--- src/rtl/aes_pkg.sv ---
// Shared AES definitions: FSM states, word-count helper and round-constant table.
// Pure declarations; no logic, no latency.
// Used by key_expansion and available to the cipher datapath.
package aes_pkg;

  typedef enum logic {
    ST_IDLE   = 1'b0,
    ST_EXPAND = 1'b1
  } kexp_state_t;

  // Total 32-bit words in the schedule for a given round count.
  function automatic int word_count(input int nr);
    return 4 * (nr + 1);
  endfunction

  // Round constant Rcon[n] (high byte of the word), n = 1..10.
  function automatic logic [7:0] rcon(input int n);
    logic [7:0] rc;
    case (n)
      1:       rc = 8'h01;
      2:       rc = 8'h02;
      3:       rc = 8'h04;
      4:       rc = 8'h08;
      5:       rc = 8'h10;
      6:       rc = 8'h20;
      7:       rc = 8'h40;
      8:       rc = 8'h80;
      9:       rc = 8'h1b;
      10:      rc = 8'h36;
      default: rc = 8'h00;
    endcase
    return rc;
  endfunction

endpackage

--- src/rtl/key_expansion_if.sv ---
// Bus between a key-schedule requester and key_expansion.
// Latency/backpressure are defined by the slave: start is only sampled while idle.
// master drives start/key_in, slave returns busy/done and the full schedule.
interface key_expansion_if #(
  parameter int Nk = 4,
  parameter int Nr = 10
);
  logic                   start;
  logic [Nk*32-1:0]       key_in;
  logic                   busy;
  logic                   done;
  logic [(Nr+1)*128-1:0]  w;

  modport master (output start, key_in, input busy, done, w);
  modport slave  (input start, key_in, output busy, done, w);
endinterface

--- src/rtl/aes_sbox.sv ---
// AES forward S-box, one byte in, one byte out.
// Purely combinational, zero latency.
// No flow control; shared by key expansion and the cipher rounds.
module aes_sbox (
  input  logic [7:0] in_i,
  output logic [7:0] out_o
);

  // Row-major table, entry 0 in the top byte.
  localparam logic [2047:0] SBOX_TBL = {
    128'h637c777bf26b6fc53001672bfed7ab76, 128'hca82c97dfa5947f0add4a2af9ca472c0,
    128'hb7fd9326363ff7cc34a5e5f171d83115, 128'h04c723c31896059a071280e2eb27b275,
    128'h09832c1a1b6e5aa0523bd6b329e32f84, 128'h53d100ed20fcb15b6acbbe394a4c58cf,
    128'hd0efaafb434d338545f9027f503c9fa8, 128'h51a3408f929d38f5bcb6da2110fff3d2,
    128'hcd0c13ec5f974417c4a77e3d645d1973, 128'h60814fdc222a908846eeb814de5e0bdb,
    128'he0323a0a4906245cc2d3ac629195e479, 128'he7c8376d8dd54ea96c56f4ea657aae08,
    128'hba78252e1ca6b4c6e8dd741f4bbd8b8a, 128'h703eb5664803f60e613557b986c11d9e,
    128'he1f8981169d98e949b1e87e9ce5528df, 128'h8ca1890dbfe6426841992d0fb054bb16
  };

  logic [10:0] idx;

  // Bit position of the selected entry's MSB.
  always_comb begin
    idx   = 11'd2047 - {in_i, 3'b000};
    out_o = SBOX_TBL[idx -: 8];
  end

endmodule

--- src/rtl/key_expansion.sv ---
// AES key schedule: expands an Nk-word key into 4*(Nr+1) words, one word per clock.
// Latency: 4*(Nr+1)-Nk EXPAND cycles after the start edge; done pulses the cycle after.
// start is ignored while busy; KEYEXP_ZEROIZE_EN clears stale schedule words on start.
module key_expansion
  import aes_pkg::*;
#(
  parameter int Nk = 4,
  parameter int Nr = 10
) (
  input  logic          clk,
  input  logic          rst,
  key_expansion_if.slave kif
);

  localparam int NW = word_count(Nr);
  localparam int IW = $clog2(NW);

  kexp_state_t   state_q;
  logic [IW-1:0] i_q;
  logic          done_q;
  logic [31:0]   w_q [NW];

  logic [31:0] prev_w, old_w, rot_w, sub_in, sub_out, temp_w, new_w;
  int          i_mod;

  // Next schedule word from w[i-1] and w[i-Nk].
  always_comb begin
    prev_w = w_q[i_q - IW'(1)];
    old_w  = w_q[i_q - IW'(Nk)];
    i_mod  = int'(i_q) % Nk;
    rot_w  = {prev_w[23:0], prev_w[31:24]};
    sub_in = (i_mod == 0) ? rot_w : prev_w;
    temp_w = prev_w;
    if (i_mod == 0) begin
      temp_w = sub_out ^ {rcon(int'(i_q) / Nk), 24'h0};
    end else if (Nk == 8 && i_mod == 4) begin
      temp_w = sub_out;
    end
    new_w = old_w ^ temp_w;
  end

  for (genvar b = 0; b < 4; b++) begin : g_subword
    aes_sbox u_sbox (
      .in_i  (sub_in[8*b +: 8]),
      .out_o (sub_out[8*b +: 8])
    );
  end

  // Control FSM plus schedule storage: load on start, one word per EXPAND cycle.
  always_ff @(posedge clk or posedge rst) begin
    if (rst) begin
      state_q <= ST_IDLE;
      i_q     <= '0;
      done_q  <= 1'b0;
      for (int k = 0; k < NW; k++) w_q[k] <= '0;
    end else begin
      done_q <= 1'b0;
      case (state_q)
        ST_IDLE: begin
          if (kif.start) begin
            for (int k = 0; k < Nk; k++) w_q[k] <= kif.key_in[Nk*32-1-32*k -: 32];
`ifdef KEYEXP_ZEROIZE_EN
            for (int k = Nk; k < NW; k++) w_q[k] <= '0;
`endif
            i_q     <= IW'(Nk);
            state_q <= ST_EXPAND;
          end
        end
        ST_EXPAND: begin
          w_q[i_q] <= new_w;
          i_q      <= i_q + IW'(1);
          if (i_q == IW'(NW - 1)) begin
            state_q <= ST_IDLE;
            done_q  <= 1'b1;
          end
        end
        default: state_q <= ST_IDLE;
      endcase
    end
  end

  assign kif.busy = (state_q == ST_EXPAND);
  assign kif.done = done_q;

  for (genvar j = 0; j < NW; j++) begin : g_wout
    assign kif.w[NW*32-1-32*j -: 32] = w_q[j];
  end

endmodule

--- src/flat_wrapper.sv ---
// flat-port wrapper written by rule: the top's interface ports become plain ports
module key_expansion_flat import aes_pkg::*;
#(
  parameter int Nk = 4,
  parameter int Nr = 10
)
  (clk, rst, kif_start, kif_key_in, kif_busy, kif_done, kif_w);
  key_expansion_if #(.Nk(Nk), .Nr(Nr)) kif_i ();
  input  logic clk;
  input  logic rst;
  input wire logic [$bits(kif_i.start)-1:0] kif_start;
  input wire logic [$bits(kif_i.key_in)-1:0] kif_key_in;
  output wire logic [$bits(kif_i.busy)-1:0] kif_busy;
  output wire logic [$bits(kif_i.done)-1:0] kif_done;
  output wire logic [$bits(kif_i.w)-1:0] kif_w;
  assign kif_i.start = kif_start;
  assign kif_i.key_in = kif_key_in;
  assign kif_busy = kif_i.busy;
  assign kif_done = kif_i.done;
  assign kif_w = kif_i.w;
  key_expansion #(.Nk(Nk), .Nr(Nr)) u_core (.clk(clk), .rst(rst), .kif(kif_i));
endmodule
--- config.mk ---
export PLATFORM = sky130hd
export DESIGN_NAME = key_expansion_flat
export DESIGN_NICKNAME = d
export VERILOG_FILES = /design/src/rtl/aes_pkg.sv /design/src/rtl/key_expansion_if.sv /design/src/rtl/aes_sbox.sv /design/src/rtl/key_expansion.sv /design/src/flat_wrapper.sv
export SDC_FILE = /design/constraint.sdc
export NUM_CORES = 2
export LEC_CHECK = 0
export ABC_AREA = 1
export ABC_CLOCK_PERIOD_IN_PS = 51200
export BUFFER_PORTS_ARGS = -buffer_cell sky130_fd_sc_hd__buf_4
export CAP_MARGIN = 20
export CORE_AREA = 2 2 593 595
export CTS_CLUSTER_DIAMETER = 200
export DETAILED_ROUTE_END_ITERATION = 16
export DIE_AREA = 0 0 595 597
export MAX_ROUTING_LAYER = met4
export PLACE_DENSITY = 0.45
export SLEW_MARGIN = 40
export SYNTH_ARGS = -nofsm -noshare
export SYNTH_HDL_FRONTEND = slang
export SYNTH_SLANG_ARGS = --single-unit
--- constraint.sdc ---
create_clock -name clk -period 51.2 [get_ports clk]
set_input_delay 5.12 -clock clk [delete_from_list [all_inputs] [get_ports clk]]
set_output_delay 5.12 -clock clk [all_outputs]
set_load 0.03 [all_outputs]
==> results.json <==
{
  "status": "finished clean",
  "coreArea_sq_um": 349000,
  "post-cts-setup-buffer-count": 0,
  "yosys-top-cells-area": "dfrtp_1 (37%), nand2_1 (21%), nand3_1 (16%), inv_1 (3.6%), o21ai_0 (3.2%)",
  "grt_pass1_vias": 109000,
  "syn-num-nets": 14800,
  "path_max_fanout": 132,
  "cp-end-kind": "register",
  "antenna_found_initial": 64,
  "fill_cells": 38300,
  "clockBufferDepth": 4,
  "ys_ff_latch": 1416,
  "instances_no_fill": 20200,
  "rows": 217,
  "tightest_slew_ns": 1.07,
  "viasPerCell": 5.94,
  "grt_start_max_net_pins": 175,
  "synth_area_sq_um": 95900,
  "syn_to_final_growth_pct": 22.5,
  "fin_crit_sh_pct": 19.2,
  "gr-usage-all-layers_pct": 42.8,
  "finalHoldViolCount": 0,
  "ctsResizeCount": 0,
  "cts.sinks": 1416,
  "dp.cells": 19800,
  "pin_count": 1541,
  "root_buffer": "clkbuf_16",
  "firstDrtPassIters": 7,
  "clk_latency_ns": 0.97,
  "rsz0062_at_grt": "no",
  "postSynthCellCount": 14600,
  "critPathMaxStageDelay_ns": 0.89,
  "setup_viol": 0,
  "hp-class": "reg2reg",
  "wl_um": 770000,
  "postCtsHoldBufs": 0,
  "period_needed_ns": 9.81,
  "dp_hpwl_um": 544000,
  "synth_warnings": 0,
  "multiInputGateArea_sq_um": 51700,
  "route.detailed.drc": 0,
  "synth_top_cell_by_area": "dfrtp_1",
  "grt_pass1_wl_um": 1020000,
  "drv_slew": 0,
  "die_x_um": 595,
  "portBuffers": 1540,
  "cts_tree": "done",
  "arrival_ns": 10.64,
  "slew_headroom_pct": 28.9,
  "drv_cap": 0,
  "dr_total_vias": 120000,
  "crit_top_cell": "nand2_1",
  "cp_slowest_cell": "dfrtp_4",
  "cp.required_ns": 52.03,
  "grt_overflow": 0,
  "skew_ns": 0.0973,
  "fmax_ghz": 0.102,
  "htree_levels": 4,
  "postRouteAntennaNets": 0,
  "synth-edff-count": 0,
  "drive_gt1_share_pct": 16.1,
  "seqCellArea_sq_um": 35400,
  "postSynthAreaPerCell_sq_um": 6.57,
  "critPathLaunchType": "register",
  "ys_types": 52,
  "die_area_sq_um": 355000,
  "ys_seq_area_share_pct": 36.9,
  "fin_hold_ws_ns": 0.502,
  "gp_congestion": 1.04,
  "synth-main-ff-cell": "dfrtp_1",
  "async_reset_ff_share_pct": 100,
  "nNetsFinal": 15600,
  "initial_core_util_pct": 27.5,
  "path_class": "reg2reg",
  "wl_per_cell_um": 38.0,
  "tns_ns": 0,
  "die_h_um": 597,
  "drtIter0Drc": 19500,
  "clkTransAtPathRegs_ns": 0.06,
  "synth_top_cell_area_share_pct": 36.9,
  "cts_made_buffers": 189
}
[cells in the final DEF, fill, tap and decap left out, types with 23 or more instances in the layout]
master,instances
o311ai_0,23
a21oi_1,421
dfrtp_1,1415
or2_2,36
clkbuf_16,194
nand3_1,3086
o211ai_1,161
o21ai_1,49
buf_12,29
nor2_4,49
inv_2,57
inv_1,882
a22oi_1,54
nand4_1,46
nand2_1,5262
ha_1,61
o2111ai_1,38
nand2_2,73
a221oi_1,50
clkbuf_8,36
diode_2,42
clkinv_2,34
o221ai_1,47
nor3_1,34
buf_4,1810
o22ai_1,237
a31oi_1,45
o21ai_0,617
nand3_2,23
nor2_1,423
clkbuf_1,45
[cell families (layout without fill, tap and decap cells)]
| group | after synthesis | count (layout) | synth area share, % |
|---|---|---|---|
| buf+inv | 2192 | 3168 | 10.3 |
| fa+ha+maj | 64 | 64 | 0.835 |
| xor+xnor | 2 | 2 | 0.0378 |
| flops | 1416 | 1416 | 36.9 |
| simple gates | 9091 | 9091 | 40.4 |
| other cells | 0 | 42 | 0 |
| compound gates | 1845 | 1845 | 11.5 |
[worst max-delay path, delay by kind of cell, from the launching register on]
family | cells | cell delay (ns)
adder cells (fa/ha/maj) | 2 | 1.02
buffers and inverters | 8 | 3.23
flip-flops | 1 | 0.89
AND/OR/NAND/NOR | 23 | 4.04
[metal layers]
metal  up-vias  routed length, um  global-route usage [%]
met5         -                  0                       -
met2      8906             313000                    58.7
met4         0              57000                    26.0
li1      50100                  -                       -
met1     59500             303000                    54.0
met3      1657              96100                    13.9
[final timing paths]
check	from	depth (start not counted)	slack [ns]	to
setup / recovery	u_core.i_q[0]	33	41.39	u_core.kif.w[760]
hold / removal	u_core.kif.w[87]	2	0.50	u_core.kif.w[87]
setup reg to reg	u_core.i_q[0]	33	41.39	u_core.kif.w[760]
hold reg to reg	u_core.kif.w[87]	2	0.50	u_core.kif.w[87]
max in group asynchronous	rst	9	42.81	u_core.kif.w[1377]
min in group asynchronous	rst	2	4.29	u_core.kif.w[732]
[cells in the mapped netlist (all sizes together) (2+ instances only)]
cell type / count
nor2: 482
dfrtp: 1416
nand3: 3120
inv: 972
nor3: 41
o311ai: 46
xor2: 2
nand2: 5346
or2: 36
a31oi: 45
o2111ai: 38
a21oi: 427
nor4: 15
o221ai: 51
buf: 759
o21ai: 667
o22ai: 238
o211ai: 161
ha: 64
clkinv: 7
nand4: 46
a211oi: 20
clkbuf: 454
a22oi: 54
a311oi: 3
a2111oi: 5
o31ai: 11
a211o: 4
a221oi: 51
a22o: 3
nand3b: 4
o41ai: 17
[cell type report]
class | count | area share [%]
well taps | 4599 | 4.90
clock buffers | 275 | 4.70
flip-flops and latches | 1416 | 30.2
multi-input cells | 11000 | 44.0
repair buffers | 1861 | 12.4
diodes | 42 | 0.0894
clock inverters | 53 | 0.547
inverters | 979 | 3.26
[sequential cells by signal, summed over array words and instances, names as in the netlist]
| signal | cells |
|---|---|
| u_core.kif.busy | 1 |
| u_core.kif.w | 1408 |
| u_core.kif.done | 1 |
| u_core.i_q | 6 |
[through the flow]
stage	worst slack, ns	instance area, sq um	util, %
3_5_place_dp	41.77	111000	31.8
6_report	41.39	118000	33.7
3_3_place_gp	41.49	110000	31.7
5_1_grt	41.21	118000	33.7
2_1_floorplan	6.15	95900	-
4_1_cts	41.89	117000	33.6
Power is left out: the tool's default activity adds up to more than one toggle a clock period on the data nets, which glitch-free logic cannot reach.
